--- config.mk ---
export PLATFORM = sky130hd
export DESIGN_NAME = mc_controller
export DESIGN_NICKNAME = d
export VERILOG_FILES = /design/src/rtl/riscv_pkg.sv /design/src/rtl/aludec.sv /design/src/rtl/mc_controller.sv
export SDC_FILE = /design/constraint.sdc
export NUM_CORES = 1
export LEC_CHECK = 0
export CORE_ASPECT_RATIO = 0.9
export CORE_UTILIZATION = 45
export DETAILED_ROUTE_END_ITERATION = 10
export PLACE_DENSITY = 0.85
export SETUP_SLACK_MARGIN = 0.3
export SLEW_MARGIN = 20
export SYNTH_ARGS = -nofsm -noshare
export SYNTH_HDL_FRONTEND = slang
export SYNTH_SLANG_ARGS = --single-unit
--- constraint.sdc ---
create_clock -name clk -period 2.93 [get_ports clk]
set_input_delay 0.7325 -clock clk [delete_from_list [all_inputs] [get_ports clk]]
set_output_delay 0.7325 -clock clk [all_outputs]
set_load 0.02 [all_outputs]
--- src/rtl/riscv_pkg.sv ---
// riscv_pkg
// Shared encodings for the multicycle RISC-V control path: FSM state enum,
// internal alu_op codes, opcode constants, mux-select encodings for
// result_src / alu_src_a / alu_src_b / imm_src, and the ALU operation codes
// produced by aludec.
package riscv_pkg;

    // Multicycle controller states
    typedef enum logic [3:0] {
        FETCH    = 4'd0,
        DECODE   = 4'd1,
        MEMADR   = 4'd2,
        MEMREAD  = 4'd3,
        MEMWB    = 4'd4,
        MEMWRITE = 4'd5,
        EXECR    = 4'd6,
        EXECI    = 4'd7,
        ALUWB    = 4'd8,
        BRANCH   = 4'd9,
        JAL      = 4'd10,
        TRAP     = 4'd11
    } state_t;

    // alu_op: what the FSM asks of the ALU decoder
    localparam logic [1:0] ALUOP_ADD   = 2'b00;
    localparam logic [1:0] ALUOP_SUB   = 2'b01;
    localparam logic [1:0] ALUOP_FUNCT = 2'b10;

    // Opcodes understood by the controller
    localparam logic [6:0] OP_LOAD   = 7'b0000011;
    localparam logic [6:0] OP_STORE  = 7'b0100011;
    localparam logic [6:0] OP_RTYPE  = 7'b0110011;
    localparam logic [6:0] OP_ITYPE  = 7'b0010011;
    localparam logic [6:0] OP_BRANCH = 7'b1100011;
    localparam logic [6:0] OP_JAL    = 7'b1101111;

    // result_src selects
    localparam logic [1:0] RES_ALUOUT    = 2'b00;
    localparam logic [1:0] RES_DATA      = 2'b01;
    localparam logic [1:0] RES_ALURESULT = 2'b10;

    // alu_src_a selects
    localparam logic [1:0] SRCA_PC    = 2'b00;
    localparam logic [1:0] SRCA_OLDPC = 2'b01;
    localparam logic [1:0] SRCA_RS1   = 2'b10;

    // alu_src_b selects
    localparam logic [1:0] SRCB_RS2  = 2'b00;
    localparam logic [1:0] SRCB_IMM  = 2'b01;
    localparam logic [1:0] SRCB_FOUR = 2'b10;

    // imm_src selects
    localparam logic [1:0] IMM_I = 2'b00;
    localparam logic [1:0] IMM_S = 2'b01;
    localparam logic [1:0] IMM_B = 2'b10;
    localparam logic [1:0] IMM_J = 2'b11;

    // ALU operation codes
    localparam logic [3:0] ALU_AND  = 4'b0000;
    localparam logic [3:0] ALU_OR   = 4'b0001;
    localparam logic [3:0] ALU_ADD  = 4'b0010;
    localparam logic [3:0] ALU_SUB  = 4'b0011;
    localparam logic [3:0] ALU_XOR  = 4'b0100;
    localparam logic [3:0] ALU_SLT  = 4'b0101;
    localparam logic [3:0] ALU_SRL  = 4'b0110;
    localparam logic [3:0] ALU_SRA  = 4'b0111;
    localparam logic [3:0] ALU_SLL  = 4'b1000;
    localparam logic [3:0] ALU_SLTU = 4'b1001;

endpackage

--- src/rtl/aludec.sv ---
// aludec
// Combinational ALU decoder.
// Ports:
//   alu_op      in  2  request from the FSM (add / sub / decode funct fields)
//   funct3      in  3  instruction funct3
//   funct7b5    in  1  instruction bit 30
//   op5         in  1  opcode bit 5 (1 = R-type, 0 = I-type for ALU ops)
//   alu_control out 4  ALU operation code
module aludec
    import riscv_pkg::*;
(
    input  logic [1:0] alu_op,
    input  logic [2:0] funct3,
    input  logic       funct7b5,
    input  logic       op5,
    output logic [3:0] alu_control
);

    // Fixed add/sub for address and compare work; full funct3 decode for
    // arithmetic. Bit 30 selects SUB only for R-type, because in addi it is
    // just an immediate bit; for shifts it always picks arithmetic shift.
    always_comb begin
        alu_control = ALU_ADD;
        case (alu_op)
            ALUOP_ADD: alu_control = ALU_ADD;
            ALUOP_SUB: alu_control = ALU_SUB;
            ALUOP_FUNCT: begin
                case (funct3)
                    3'b000:  alu_control = (op5 && funct7b5) ? ALU_SUB : ALU_ADD;
                    3'b001:  alu_control = ALU_SLL;
                    3'b010:  alu_control = ALU_SLT;
                    3'b011:  alu_control = ALU_SLTU;
                    3'b100:  alu_control = ALU_XOR;
                    3'b101:  alu_control = funct7b5 ? ALU_SRA : ALU_SRL;
                    3'b110:  alu_control = ALU_OR;
                    default: alu_control = ALU_AND;
                endcase
            end
            default: alu_control = ALU_ADD;
        endcase
    end

endmodule

--- src/rtl/mc_controller.sv ---
// mc_controller
// Moore FSM controller for a multicycle RISC-V datapath (lw/sw/R/I/beq/bne/jal).
// Ports:
//   clk, rst_n          clock (rising edge), async active-low reset
//   op, funct3, funct7b5 instruction fields
//   zero                ALU zero flag (branch resolve)
//   mem_ready           one-cycle memory completion strobe
//   pc_write, adr_src, mem_write, ir_write, reg_write    datapath enables/selects
//   result_src, alu_src_a, alu_src_b, imm_src, alu_control mux selects / ALU op
//   trap                illegal-instruction halt indicator
module mc_controller
    import riscv_pkg::*;
#(
    parameter bit HALT_ON_ILLEGAL = 1'b1
) (
    input  logic       clk,
    input  logic       rst_n,
    input  logic [6:0] op,
    input  logic [2:0] funct3,
    input  logic       funct7b5,
    input  logic       zero,
    input  logic       mem_ready,
    output logic       pc_write,
    output logic       adr_src,
    output logic       mem_write,
    output logic       ir_write,
    output logic       reg_write,
    output logic [1:0] result_src,
    output logic [1:0] alu_src_a,
    output logic [1:0] alu_src_b,
    output logic [1:0] imm_src,
    output logic [3:0] alu_control,
    output logic       trap
);

    state_t     state, next_state;
    logic [1:0] alu_op;
    logic       illegal;
    logic       pc_write_raw, mem_write_raw, ir_write_raw, reg_write_raw, trap_raw;

    // State register; reset lands in FETCH straight away, no clock needed
    always_ff @(posedge clk or negedge rst_n) begin
        if (!rst_n) state <= FETCH;
        else        state <= next_state;
    end

    // Encodings we refuse to execute: unknown opcodes, branches other than
    // BEQ/BNE, and loads/stores other than word width
    always_comb begin
        illegal = 1'b0;
        case (op)
            OP_LOAD, OP_STORE: illegal = (funct3 != 3'b010);
            OP_BRANCH:         illegal = (funct3[2:1] != 2'b00);
            OP_RTYPE, OP_ITYPE, OP_JAL: illegal = 1'b0;
            default:           illegal = 1'b1;
        endcase
    end

    // Next-state and per-state outputs. FETCH's pc/ir enables follow
    // mem_ready so the instruction is latched on the completing cycle;
    // BRANCH resolves BEQ vs BNE by flipping the zero flag with funct3[0].
    always_comb begin
        next_state    = state;
        pc_write_raw  = 1'b0;
        adr_src       = 1'b0;
        mem_write_raw = 1'b0;
        ir_write_raw  = 1'b0;
        reg_write_raw = 1'b0;
        result_src    = RES_ALUOUT;
        alu_src_a     = SRCA_PC;
        alu_src_b     = SRCB_RS2;
        alu_op        = ALUOP_ADD;
        trap_raw      = 1'b0;
        case (state)
            FETCH: begin
                alu_src_b    = SRCB_FOUR;
                result_src   = RES_ALURESULT;
                pc_write_raw = mem_ready;
                ir_write_raw = mem_ready;
                if (mem_ready) next_state = DECODE;
            end
            DECODE: begin
                alu_src_a = SRCA_OLDPC;
                alu_src_b = SRCB_IMM;
                if (illegal) begin
                    next_state = HALT_ON_ILLEGAL ? TRAP : FETCH;
                end else begin
                    case (op)
                        OP_LOAD, OP_STORE: next_state = MEMADR;
                        OP_RTYPE:          next_state = EXECR;
                        OP_ITYPE:          next_state = EXECI;
                        OP_BRANCH:         next_state = BRANCH;
                        OP_JAL:            next_state = JAL;
                        default:           next_state = FETCH;
                    endcase
                end
            end
            MEMADR: begin
                alu_src_a  = SRCA_RS1;
                alu_src_b  = SRCB_IMM;
                next_state = op[5] ? MEMWRITE : MEMREAD;
            end
            MEMREAD: begin
                adr_src = 1'b1;
                if (mem_ready) next_state = MEMWB;
            end
            MEMWB: begin
                result_src    = RES_DATA;
                reg_write_raw = 1'b1;
                next_state    = FETCH;
            end
            MEMWRITE: begin
                adr_src       = 1'b1;
                mem_write_raw = 1'b1;
                if (mem_ready) next_state = FETCH;
            end
            EXECR: begin
                alu_src_a  = SRCA_RS1;
                alu_op     = ALUOP_FUNCT;
                next_state = ALUWB;
            end
            EXECI: begin
                alu_src_a  = SRCA_RS1;
                alu_src_b  = SRCB_IMM;
                alu_op     = ALUOP_FUNCT;
                next_state = ALUWB;
            end
            ALUWB: begin
                reg_write_raw = 1'b1;
                next_state    = FETCH;
            end
            BRANCH: begin
                alu_src_a    = SRCA_RS1;
                alu_op       = ALUOP_SUB;
                pc_write_raw = zero ^ funct3[0];
                next_state   = FETCH;
            end
            JAL: begin
                alu_src_a    = SRCA_OLDPC;
                alu_src_b    = SRCB_FOUR;
                pc_write_raw = 1'b1;
                next_state   = ALUWB;
            end
            TRAP: begin
                trap_raw = 1'b1;
            end
            default: next_state = FETCH;
        endcase
    end

    // Write enables are forced low while reset is held, even in FETCH with
    // mem_ready high, so nothing in the datapath commits during reset
    assign pc_write  = pc_write_raw  & rst_n;
    assign ir_write  = ir_write_raw  & rst_n;
    assign reg_write = reg_write_raw & rst_n;
    assign mem_write = mem_write_raw & rst_n;
    assign trap      = trap_raw      & rst_n;

    // Immediate format follows the opcode in every state
    always_comb begin
        imm_src = IMM_I;
        case (op)
            OP_STORE:  imm_src = IMM_S;
            OP_BRANCH: imm_src = IMM_B;
            OP_JAL:    imm_src = IMM_J;
            default:   imm_src = IMM_I;
        endcase
    end

    aludec u_aludec (
        .alu_op      (alu_op),
        .funct3      (funct3),
        .funct7b5    (funct7b5),
        .op5         (op[5]),
        .alu_control (alu_control)
    );

endmodule

Yosys cells after proc, flatten, opt, wreduce, memory -nomap -nowiden. Index checks and enable logic that the tools add are counted. Widths: inputs -> output; s select.

Register bits: 4. Input bits: 15. Output and inout bits: 18. Logic and storage cells: 75.

Equal/unequal tests: 29. Muxes and demuxes: 23. Reductions and logical operators: 15. Bitwise operators: 7.

Operators with widths (count): $pmux 4 s7 (2); $pmux 4 s5 (1); $eq 4x3->1 const B (4); $eq 4x4->1 const B (4); $mux 4 (4); $pmux 2 s2 (4); $eq 7x6->1 const B (2); $eq 7x7->1 const B (2); $reduce_or 2->1 (6); $eq 3x3->1 const B (3); $reduce_or 3->1 (3); $eq 4x2->1 const B (2); $pmux 4 s2 (1); $eq 7x2->1 const B (1); $eq 7x5->1 const B (1); $mux 1 (7); $eq 3x2->1 const B (2); $ne 2x2->1 const B (3); $pmux 1 s3 (2); $pmux 2 s3 (1); $and 1x1->1 (5); $eq 4x1->1 const B (1); $logic_not 4->1 (1); $reduce_and 4->1 (1); other kinds (11) (11).

Depth between registers and ports, before layout. Gate-level depths: netlist (run 1).

Word-level depth: 5. Depth in mapped cells: 7. Mapped depth without buffers: 6.

Modules after synthesis. A second synthesis (run 1) with hierarchy kept.

Cells, all modules: 97. Area, all modules: 716.9 µm².

Modules (own cells, without submodules): mc_controller (cells an instance 81, sequential area each 100.1 µm², times used 1, area an instance 595.6 µm²); aludec (cells an instance 16, sequential area each 0.0 µm², times used 1, area an instance 121.4 µm²).

Worst setup path before layout (run 1). No wires, ideal clock.

Path type: register -> output. From: register state[1]. To: output alu_control[3]. Cell stages (with the launch flop): 6. Path slack: 0.396 ns. Buffers on the path: 0. Required time: 2.197 ns. Data arrival time: 1.802 ns. Cell sequence: dfrtp_1 -> nand2b_1 -> or2_1 -> ha_1 -> nand2b_1 -> nor3_1.

Cells in the longest elaborated chain, start to end: 5. Elaborated cells between the ends (all ways): 8. Classes of those cells: 5 x eq/ne; 2 x mux; 1 x reduce/logical.

Ends and longest elaborated chain: start, declared (line mc_controller.sv:36) `state_t state, next_state;`; start signal, assigned (line mc_controller.sv:44) `else state <= next_state;`; $eq 4x3->1 (line mc_controller.sv:74) `case (state)`; $reduce_or 2->1 (no source line); $pmux 2 s2 (*) (line mc_controller.sv:74); $eq 2x2->1 or $eq 2x1->1 (tied branches) (line aludec.sv:24) `case (alu_op)`; $pmux 4 s2 (*) (line aludec.sv:24); end, declared (line mc_controller.sv:32) `output logic [3:0] alu_control,`.

Mark *: on every way between the ends. The rest lies on a longest branch, timed or not.

Worst setup path after layout (run 1).
From: input op[2]. To: output imm_src[0].

Cells in the longest elaborated chain, start to end: 2. Elaborated cells between the ends (all ways): 4. Classes of those cells: 3 x eq/ne; 1 x mux.

Ends and longest elaborated chain: start, declared (line mc_controller.sv:18) `input logic [6:0] op,`; $eq 7x7->1 or $eq 7x6->1 (tied branches) (line mc_controller.sv:162) `case (op)`; $pmux 2 s3 (*) (line mc_controller.sv:162); end, declared (line mc_controller.sv:31) `output logic [1:0] imm_src,`.

Marked as above.

==> results of run 1 <==
-- routing by layer --
| layer | vias to the layer above | part of all wire (%) | wire length, um | GRT usage, % |
|---|---|---|---|---|
| li1 | 478 | - | - | - |
| met1 | 439 | 43 | 988 | 29.3 |
| met2 | 39 | 53 | 1220 | 50.0 |
| met3 | 0 | 4.2 | 97 | 6.17 |
| met4 | 0 | 0 | 0 | 4.55 |
| met5 | - | 0 | 0 | 0 |
-- final cells by class --
class | instances | share of cell area [%]
multi-input cells | 87 | 50.4
repair buffers | 53 | 35.6
flip-flops and latches | 4 | 8.10
well taps | 22 | 2.23
clock buffers | 3 | 1.82
inverters | 6 | 1.82
-- logic make-up (layout without fill, tap and decap cells) --
family,after synthesis,after routing,synth area share [%]
mux,2,2,2.83
compound gates,23,23,21.7
buf+inv,13,62,10.0
simple gates,54,54,41.8
flops,4,4,13.3
fa+ha+maj,2,2,3.33
xor+xnor,6,6,7.00
-- placed cells by master, fill, tap and decap left out, drive strengths merged, types with 2 or more instances in the layout --
| master | Yosys | final |
|---|---|---|
| buf | 7 | 28 |
| clkdlybuf4s50 | 0 | 14 |
| nor2 | 13 | 13 |
| dlygate4sd2 | 0 | 10 |
| nand2b | 8 | 8 |
| nor3 | 7 | 7 |
| inv | 6 | 6 |
| o21ai | 5 | 5 |
| nand2 | 4 | 4 |
| xnor2 | 4 | 4 |
| dfrtp | 4 | 4 |
| nor3b | 4 | 4 |
| a31oi | 3 | 3 |
| and3 | 3 | 3 |
| a21oi | 3 | 3 |
| clkbuf | 0 | 3 |
| nor2b | 2 | 2 |
| nand4 | 2 | 2 |
| xor2 | 2 | 2 |
| nand3 | 2 | 2 |
| and2b | 2 | 2 |
| and4 | 2 | 2 |
| a32oi | 2 | 2 |
| o22ai | 2 | 2 |
| ha | 2 | 2 |
-- critical path: stages --
cell,delay (ps)
sky130_fd_sc_hd__clkdlybuf4s50_1,420
sky130_fd_sc_hd__or3_4,400
sky130_fd_sc_hd__a21boi_2,130
sky130_fd_sc_hd__buf_2,170
-- worst paths after layout --
| path | depth (start not counted) | from | slack, ps | end |
|---|---|---|---|---|
| worst max-delay path | 4 | op[2] | 340 | imm_src[0] |
| worst min-delay path | 2 | state[3]$_DFFE_PN0P_ | 710 | state[2]$_DFFE_PN0P_ |
| worst max register to register | 5 | state[3]$_DFFE_PN0P_ | 1530 | state[0]$_DFFE_PN0P_ |
| worst min register to register | 2 | state[3]$_DFFE_PN0P_ | 710 | state[2]$_DFFE_PN0P_ |
| max in group asynchronous | 2 | rst_n | 1930 | state[3]$_DFFE_PN0P_ |
| min in group asynchronous | 2 | rst_n | 890 | state[2]$_DFFE_PN0P_ |
-- power by group --
part / switching [mW] / internal, mW / total, mW / leakage [nW]
clock network: 0.0259 / 0.0460 / 0.0720 / 0.0138
registers: 0.0248 / 0.0834 / 0.108 / 0.0503
logic: 0.456 / 0.412 / 0.868 / 0.525
total: 0.507 / 0.541 / 1.05 / 0.589
-- timing repair --
item,CTS,global route
hold buffers,0,0
endpoints found under the setup margin,11,6
gates resized for setup,43,7
pin swaps,5,2
==> results.md, run 1 <==
* Filler Cell Count at 114
* Total leakage power at 0.589 nW
* Yosys cell types at 43
* Data required, critical path at 2200 ps
* Hold Fails Final Rpt at 0
* Die Width at 45.1 um
* Total placed instance area at 1200 um^2
* Number of register bits inferred by synthesis at 4
* Class of the worst hold path: reg -> reg
* Clock tree sinks at 4
* Post-layout instance count excluding filler cells at 175
* Maximum VDD drop at 643 uV
* Wire length of the first global-routing pass at 3420 um
* Largest registers: state x4
* Routed vias/inst at 5.46
* Final hold slack at 712 ps
* Number of flops mapped to enable cells by yosys at 0
* Number of clock buffers inserted by TritonCTS at 3
* Number of max-cap violations at 0
* Initial core utilization at 50.2%
* Run status: finished, final reports clean
* Buffer levels on the longest clock path at 2
* Top-area cell type share of the netlist area at 13.3%
* Io pins at 33
* DRC marker count from the first detailed-route iteration at 15
* Pin count of the biggest net entering global routing at 19
* Type of the worst setup path: in -> out
* Setup violators final at 0
* Share of flip-flops with an asynchronous set or reset at 100%
* Ratio of cells with drive above 1 in the final layout at 28.8%
* Crit Path Max Fanout at 2
* Via Count at 956
* Setup repair after global routing missed its margin: true
* Synthesized netlist cell count at 104
* Area grow syn2layout at 64.7%
* Total track usage at 25.8%
* Most flop-heavy register: state
* Remaining antenna violation count at 0
* Total power of the final layout at 1.05 mW
* Cell types occupying the most area after synthesis: sky130_fd_sc_hd__dfrtp_1, sky130_fd_sc_hd__nand2b_1, sky130_fd_sc_hd__nor2_1
* Clock latency of the later-clocked register in the worst-skew pair at 240 ps
* CTS HTree Levels at 1
* CTS Root Cell: sky130_fd_sc_hd__clkbuf_4
* Hpwl dp at 1810 um
* Synthesis Warnings at 0
* Post-synthesis cell area at 751 um^2
* Slew of the pin with the lowest slew margin at 277 ps
* Number of flip-flops under the largest register name at 4
* Mean post-synth cell area at 7.22 um^2
* Syn nets at 121
* Util after Layout at 82.6%
* CP arrival at 1860 ps
* Routed WL per cell at 13.2 um
* Most numerous cell types in the synthesized netlist: sky130_fd_sc_hd__nor2_1, sky130_fd_sc_hd__nand2b_1, sky130_fd_sc_hd__nor3_1
* Post-CTS Repair Setup Buffers at 0
* Count of buffers inserted at the top-level ports at 32
* Number of cells after detailed placement at 172
* Worst-case setup slack after placement at -255 ps
* Residual DRC at 0
* Nets at 172
* Highest clock frequency the design can meet at 386 MHz
* Skew final at 6.82 ps
* Main flop type after synthesis: sky130_fd_sc_hd__dfrtp_1
* Diodes inserted at 0
* CTS tree: done
* Type of element launching the critical path: input pin
* Total Routed Length at 2310 um
* Post-synthesis sequential area ratio at 13.3%
* Slew HR at 81.5%
* Areal power density over the cells at 848 nW/um^2
* Cell type with the highest aggregate area in the netlist: sky130_fd_sc_hd__dfrtp_1
* Die ar. at 1840 um^2
* Clock transition at path regs at 40 ps
* Number of antenna violations at the first check in global routing at 0
* Row cnt at 13
* Period minus WS final at 2590 ps
* Core region area at 1500 um^2
* Weighted congestion at the end of routability-driven global placement at 0.792
* Iteration count of the initial detailed-routing pass at 4
* Overflow left after global routing at 0
* Combined area of the multi-input logic cells at 623 um^2
* Worst path setup slack after routing at 337 ps
* Via count of the first global-routing pass at 834
* Endpoint type of the worst setup path: output pin
* Sequential cell area at 100 um^2
* Post-route cell area at 1240 um^2
* Slew Viols, Final at 0
* Most frequent cell after synthesis: sky130_fd_sc_hd__nor2_1
* Period Utilization, post-route at 88.5%
* Die height at 40.8 um
* Setup TNS Final at 0 ps
Power figures use the tool's default switching activity.
==> run 2: changes to the inputs <==
==> constraint.sdc (replaced) <==
create_clock -name clk -period 2.93 [get_ports clk]
set_input_delay 0.293 -clock clk [delete_from_list [all_inputs] [get_ports clk]]
set_output_delay 0.293 -clock clk [all_outputs]
set_load 0.02 [all_outputs]
==> results.md, run 2 (synthesis results as in run 1) <==
* Clock transition at path regs at 40 ps (about the same)
* Initial core utilization at 50.2% (unchanged)
* Ratio of cells with drive above 1 in the final layout at 10.3% (-18 points)
* Residual DRC at 0 (unchanged)
* Slew Viols, Final at 0 (unchanged)
* Row cnt at 13 (unchanged)
* Areal power density over the cells at 879 nW/um^2 (+3.7%)
* Remaining antenna violation count at 0 (unchanged)
* Die ar. at 1840 um^2 (unchanged)
* Crit Path Max Fanout at 5 (+3)
* Total placed instance area at 1080 um^2 (-11%)
* Post-route cell area at 1100 um^2 (-11%)
* Overflow left after global routing at 0 (unchanged)
* Run status: finished, final reports clean
* Number of clock buffers inserted by TritonCTS at 3 (unchanged)
* Most frequent standard cell in the layout excluding fill and tap cells: sky130_fd_sc_hd__clkdlybuf4s50_1
* Setup violators final at 0 (unchanged)
* Iteration count of the initial detailed-routing pass at 4 (unchanged)
* Largest registers: state x4
* Slew HR at 77.5% (-4.0 points)
* Core region area at 1500 um^2 (unchanged)
* Highest cell delay on the worst timing path at 410 ps (about the same)
* Library cell contributing the largest single delay on the critical path: sky130_fd_sc_hd__dfrtp_1
* Period Utilization, post-route at 81.1% (-7.4 points)
* CP arrival at 2080 ps (+220 ps)
* Routed WL per cell at 12.2 um (-7.1%)
* Total Routed Length at 1930 um (-16%)
* Hold Fails Final Rpt at 0 (unchanged)
* Period minus WS final at 2380 ps (-216 ps)
* Number of antenna violations at the first check in global routing at 0 (unchanged)
* Data required, critical path at 2640 ps (+440 ps)
* Total track usage at 24.0% (-1.8 points)
* Diodes inserted at 0 (unchanged)
* CTS HTree Levels at 1 (unchanged)
* Weighted congestion at the end of routability-driven global placement at 0.849 (+7.1%)
* Leading cell types in the layout, fill and taps excluded: sky130_fd_sc_hd__clkdlybuf4s50_1, sky130_fd_sc_hd__nor2_1, sky130_fd_sc_hd__nand2b_1
* Area grow syn2layout at 46.8%
* Clock tree sinks at 4 (unchanged)
* CTS Root Cell: sky130_fd_sc_hd__clkbuf_4
* Buffer levels on the longest clock path at 2 (unchanged)
* Endpoint type of the worst setup path: output pin
* Critical path, cell by cell: nand2b_1 -> or2_1 -> ha_1 -> nand2b_1 -> nor3_1 -> dlygate4sd2_1
* Die height at 40.8 um (unchanged)
* DRC marker count from the first detailed-route iteration at 19 (+4)
* Nets at 155 (-9.9%)
* Hpwl dp at 1560 um (-14%)
* Via count of the first global-routing pass at 721 (-14%)
* Most flop-heavy register: state
* Clock latency of the later-clocked register in the worst-skew pair at 240 ps (about the same)
* CTS tree: done
* Top cell by count, worst path: sky130_fd_sc_hd__nand2b_1
* Class of the worst hold path: in -> async
* Hold-fix buffer count after cts at 0 (unchanged)
* Wire length of the first global-routing pass at 3150 um (-7.9%)
* Setup TNS Final at 0 ps (unchanged)
* Number of flip-flops under the largest register name at 4 (unchanged)
* Skew final at 3.49 ps (-3.33 ps)
* Io pins at 33 (unchanged)
* Type of the worst setup path: reg -> out
* Die Width at 45.1 um (unchanged)
* Routed vias/inst at 5.60 (+2.5%)
* Maximum VDD drop at 433 uV (-33%)
* Total leakage power at 0.465 nW (-21%)
* Highest clock frequency the design can meet at 421 MHz (+9.1%)
* Via Count at 885 (-7.4%)
* Pin count of the biggest net entering global routing at 19 (unchanged)
* Number of max-cap violations at 0 (unchanged)
* Total power of the final layout at 0.969 mW (-7.6%)
* Count of buffers inserted at the top-level ports at 32 (unchanged)
* Slew of the pin with the lowest slew margin at 336 ps (+59.3 ps)
* Setup repair after global routing missed its margin: false
* Type of element launching the critical path: flip-flop
run 2: cell count changes in the layout (fill, tap and decap cells not counted), moves of 2 or more:
| cell | before | now |
|---|---|---|
| sky130_fd_sc_hd__buf_2 | 4 | 0 |
| sky130_fd_sc_hd__buf_4 | 24 | 4 |
| sky130_fd_sc_hd__clkdlybuf4s50_1 | 14 | 28 |
| sky130_fd_sc_hd__nand2b_1 | 6 | 8 |
| sky130_fd_sc_hd__nand2b_4 | 2 | 0 |
| sky130_fd_sc_hd__dlygate4sd2_1 | 10 | 2 |
run 2: per-stage QoR:
stage | setup WS (ps) | hold WS [ps] | std cells | util, %
CTS | 314 | 318 | 158 | 73.3
global placement | 553 | 572 | 155 | 71.9
detailed placement | 469 | 571 | 155 | 71.9
floorplan | 835 | -2.59 | 104 | -
finish | 552 | 323 | 158 | 73.7
global route | 424 | 343 | 158 | 73.7
run 2: final timing paths:
check	endpoint	from	cells after the start	slack (ps)
max in group asynchronous	state[3]$_DFFE_PN0P_	rst_n	1	2330
min	state[0]$_DFFE_PN0P_	rst_n	1	320
min in group clk	state[2]$_DFFE_PN0P_	state[2]$_DFFE_PN0P_	2	630
min reg2reg	state[2]$_DFFE_PN0P_	state[2]$_DFFE_PN0P_	2	630
max	alu_control[3]	state[2]$_DFFE_PN0P_	6	550
max reg2reg	state[0]$_DFFE_PN0P_	state[3]$_DFFE_PN0P_	5	1520
run 2: critical path: cells and delay by family, from the launching register on:
family | cells | cell delay, ps
simple gates | 4 | 760
fa+ha+maj | 1 | 320
buf+inv | 1 | 350
flops | 1 | 410
run 2: where the power goes:
part	switching (mW)	leakage (nW)	total [mW]	internal [mW]
clock	0.0234	0.0138	0.0693	0.0459
sequential	0.0304	0.0491	0.115	0.0849
combinational	0.417	0.402	0.784	0.368
run 2: layout make-up:
class,instances,area (um^2)
clock buffers,3,22.5
fillers,128,394
inverters,6,22.5
multi-input cells,87,576
flip-flops and latches,4,101
well taps,22,27.5
repair buffers,36,353
run 2: metal layers:
| layer | GRT usage (%) | vias up | share of wire [%] | routed length (um) |
|---|---|---|---|---|
| li1 | - | 444 | - | - |
| met1 | 28.9 | 399 | 43 | 840 |
| met2 | 44.6 | 37 | 49 | 956 |
| met3 | 2.64 | 5 | 5.3 | 103 |
| met4 | 9.09 | 0 | 1.8 | 34 |
| met5 | 0 | - | 0 | 0 |
run 2: timing repair:
| action | CTS | global route |
|---|---|---|
| setup buffers | 0 | 0 |
| endpoints found under the hold margin | 0 | 0 |
| resized for setup | 3 | 2 |
| setup endpoints to repair | 3 | 2 |
| pin swaps | 0 | 0 |
==> run 3: changes to the inputs <==
--- a/config.mk
+++ b/config.mk
@@ -6,9 +6,9 @@
 export NUM_CORES = 1
 export LEC_CHECK = 0
 export CORE_ASPECT_RATIO = 0.9
-export CORE_UTILIZATION = 45
+export CORE_UTILIZATION = 41
 export DETAILED_ROUTE_END_ITERATION = 10
-export PLACE_DENSITY = 0.85
+export PLACE_DENSITY = 0.79
 export SETUP_SLACK_MARGIN = 0.3
 export SLEW_MARGIN = 20
 export SYNTH_ARGS = -nofsm -noshare
==> constraint.sdc (replaced) <==
create_clock -name clk -period 2.2 [get_ports clk]
set_input_delay 0.22 -clock clk [delete_from_list [all_inputs] [get_ports clk]]
set_output_delay 0.22 -clock clk [all_outputs]
set_load 0.02 [all_outputs]
==> results.md, run 3 (synthesis results as in run 1) <==
* Die Width at 47.1 um (+4.5%)
* Crit Path Max Fanout at 3 (-2)
* CTS Root Cell: sky130_fd_sc_hd__clkbuf_4
* Sequential group share of total power at 9.9% (-2.0 points)
* Routed WL per cell at 14.1 um (+15%)
* Top cell by count, worst path: sky130_fd_sc_hd__buf_6
* Sw frac at 49.2% (+0.64 points)
* Final hold slack at 410 ps (+87.3 ps)
* Number of cells after detailed placement at 169 (+9.0%)
* Critical path, cell by cell: buf_6 -> nor2b_4 -> and2_4 -> inv_2 -> ha_4 -> a311o_1 -> buf_6
* Hpwl dp at 1740 um (+12%)
* Post-layout instance count excluding filler cells at 174 (+10%)
* Type of the worst setup path: reg -> out
* Hold Fails Final Rpt at 0 (unchanged)
* Via Count at 942 (+6.4%)
* Period minus WS final at 1930 ps
* Areal power density over the cells at 1150 nW/um^2 (+31%)
* Iteration count of the initial detailed-routing pass at 4 (unchanged)
* Relative contribution of the clock network to total power at 6.1% (-1.1 points)
* Highest cell delay on the worst timing path at 400 ps (about the same)
* Largest registers: state x4
* CTS HTree Levels at 1 (unchanged)
* Number of clock buffers inserted by TritonCTS at 3 (unchanged)
* Class of the worst hold path: in -> async
* Type of element launching the critical path: flip-flop
* Area grow syn2layout at 70.5%
* Initial core utilization at 44.2% (-6.0 points)
* Slew HR at 79.1% (+1.6 points)
* Remaining antenna violation count at 0 (unchanged)
* Via count of the first global-routing pass at 886 (+23%)
* Clock transition at path regs at 40 ps (about the same)
* Nets at 169 (+9.0%)
* Routing usage on met1 at 28.3% (-0.60 points)
* Clock latency of the later-clocked register in the worst-skew pair at 230 ps (about the same)
* Highest clock frequency the design can meet at 519 MHz
* Diodes inserted at 0 (unchanged)
* M3 GR Usage at 2.59% (-0.057 points)
* Launch instance of the worst register-to-register path: state[3]$_DFFE_PN0P_
* Number of flip-flops under the largest register name at 4 (unchanged)
* Maximum VDD drop at 543 uV (+25%)
* Net load switching power at 0.725 mW (+54%)
* Residual DRC at 0 (unchanged)
* Die ar. at 2010 um^2 (+9.3%)
* Run status: finished, final reports clean
* Global-route layer with the greatest usage: met2
* Total Routed Length at 2460 um (+27%)
* Overflow left after global routing at 0 (unchanged)
* Period Utilization, post-route at 87.5%
* Slew of the pin with the lowest slew margin at 312 ps (-24.1 ps)
* Total track usage at 25.3% (+1.3 points)
* Endpoint type of the worst setup path: output pin
* Design internal power at 0.749 mW (+50%)
* Library cell contributing the largest single delay on the critical path: sky130_fd_sc_hd__dfrtp_2
* Wire length of the first global-routing pass at 3700 um (+18%)
* CP arrival at 1710 ps (-370 ps)
* CTS tree: done
* Routed vias/inst at 5.41 (-3.3%)
* Global-route track usage on met2 at 46.7% (+2.1 points)
* Weighted congestion at the end of routability-driven global placement at 0.795 (-6.3%)
* Number of max-cap violations at 0 (unchanged)
* Clock tree sinks at 4 (unchanged)
* Total leakage power at 0.606 nW (+30%)
* Skew final at 1.07 ps (-2.42 ps)
* Row cnt at 14 (+1)
* Core region area at 1700 um^2 (+14%)
* Launch point of the critical path: state[3]$_DFFE_PN0P_
* Io pins at 33 (unchanged)
* Pin count of the biggest net entering global routing at 19 (unchanged)
* Number of antenna violations at the first check in global routing at 0 (unchanged)
* Count of buffers inserted at the top-level ports at 32 (unchanged)
* Die height at 42.6 um (+4.5%)
* DRC marker count from the first detailed-route iteration at 20 (+1)
* Leading cell types in the layout, fill and taps excluded: sky130_fd_sc_hd__buf_4, sky130_fd_sc_hd__clkdlybuf4s50_1, sky130_fd_sc_hd__nor2_1
* Ratio of cells with drive above 1 in the final layout at 31.3% (+21 points)
* Fraction of power consumed by combinational cells at 84.0% (+3.0 points)
* Slew Viols, Final at 0 (unchanged)
* Buffer levels on the longest clock path at 2 (unchanged)
* Setup violators final at 0 (unchanged)
* Most flop-heavy register: state
* Most frequent standard cell in the layout excluding fill and tap cells: sky130_fd_sc_hd__buf_4
* Data required, critical path at 1980 ps (-660 ps)
* Setup repair after global routing missed its margin: true
-- run 3: cell count changes in the layout (fill, tap and decap cells not counted), sizes merged --
cell           previous run  this run
buf                       4        23
clkdlybuf4s15             0         1
clkdlybuf4s50            28        14
dlygate4sd2               2        11
dlymetal6s2s              2         1
-- run 3: power groups by stage --
| stage | logic (mW) | clock network (mW) | registers (mW) |
|---|---|---|---|
| detailed placement | 1.15 | 0 | 0.138 |
| global route | 1.34 | 0.101 | 0.150 |
| finish | 1.24 | 0.0896 | 0.147 |
| floorplan | 0.751 | 0 | 0.137 |
| global placement | 1.11 | 0 | 0.136 |
| CTS | 1.19 | 0.0943 | 0.142 |
-- run 3: final timing paths --
path,cells after the start,slack (ps),endpoint
min in group clk,2,680,state[2]$_DFFE_PN0P_
setup reg to reg,5,770,state[0]$_DFFE_PN0P_
setup / recovery,7,270,alu_control[1]
hold / removal,2,410,state[2]$_DFFE_PN0P_
hold reg to reg,2,680,state[2]$_DFFE_PN0P_
max in group asynchronous,2,1670,state[3]$_DFFE_PN0P_
-- run 3: what timing repair did --
item                       4_1_cts  5_1_grt
hold buffers                     0        0
setup buffers                    1        1
setup endpoints to repair       17       10
gates resized for setup         51        6
pin swaps                        3        0
-- run 3: area by class of cell --
cell class | count | area [um^2]
repair buffers | 50 | 444
clock buffers | 3 | 22.5
well taps | 24 | 30.0
multi-input cells | 87 | 659
inverters | 6 | 22.5
flip-flops and latches | 4 | 101
fillers | 138 | 419
-- run 3: metal layers --
metal | wire (um) | vias up
li1 | - | 473
met1 | 1020 | 432
met2 | 1350 | 35
met3 | 79 | 2
met4 | 8 | 0
met5 | 0 | -
-- run 3: metrics by stage --
step / setup WS, ps / setup TNS, ps / power, mW / util (%) / instance area (um^2)
2_1_floorplan: 293 / 0 / 0.888 / - / 762
3_3_place_gp: -22.4 / -47.2 / 1.25 / 69.4 / 1180
3_5_place_dp: -100 / -281 / 1.29 / 69.4 / 1180
4_1_cts: 275 / 0 / 1.43 / 73.9 / 1250
5_1_grt: 208 / 0 / 1.59 / 75.3 / 1280
6_report: 275 / 0 / 1.47 / 75.3 / 1280
-- run 3: worst max-delay path, delay by kind of cell, from the launching register on --
family / cells / cell delay, ps
compound gates: 1 / 320
simple gates: 2 / 290
fa+ha+maj: 1 / 150
flops: 1 / 400
buf+inv: 3 / 310
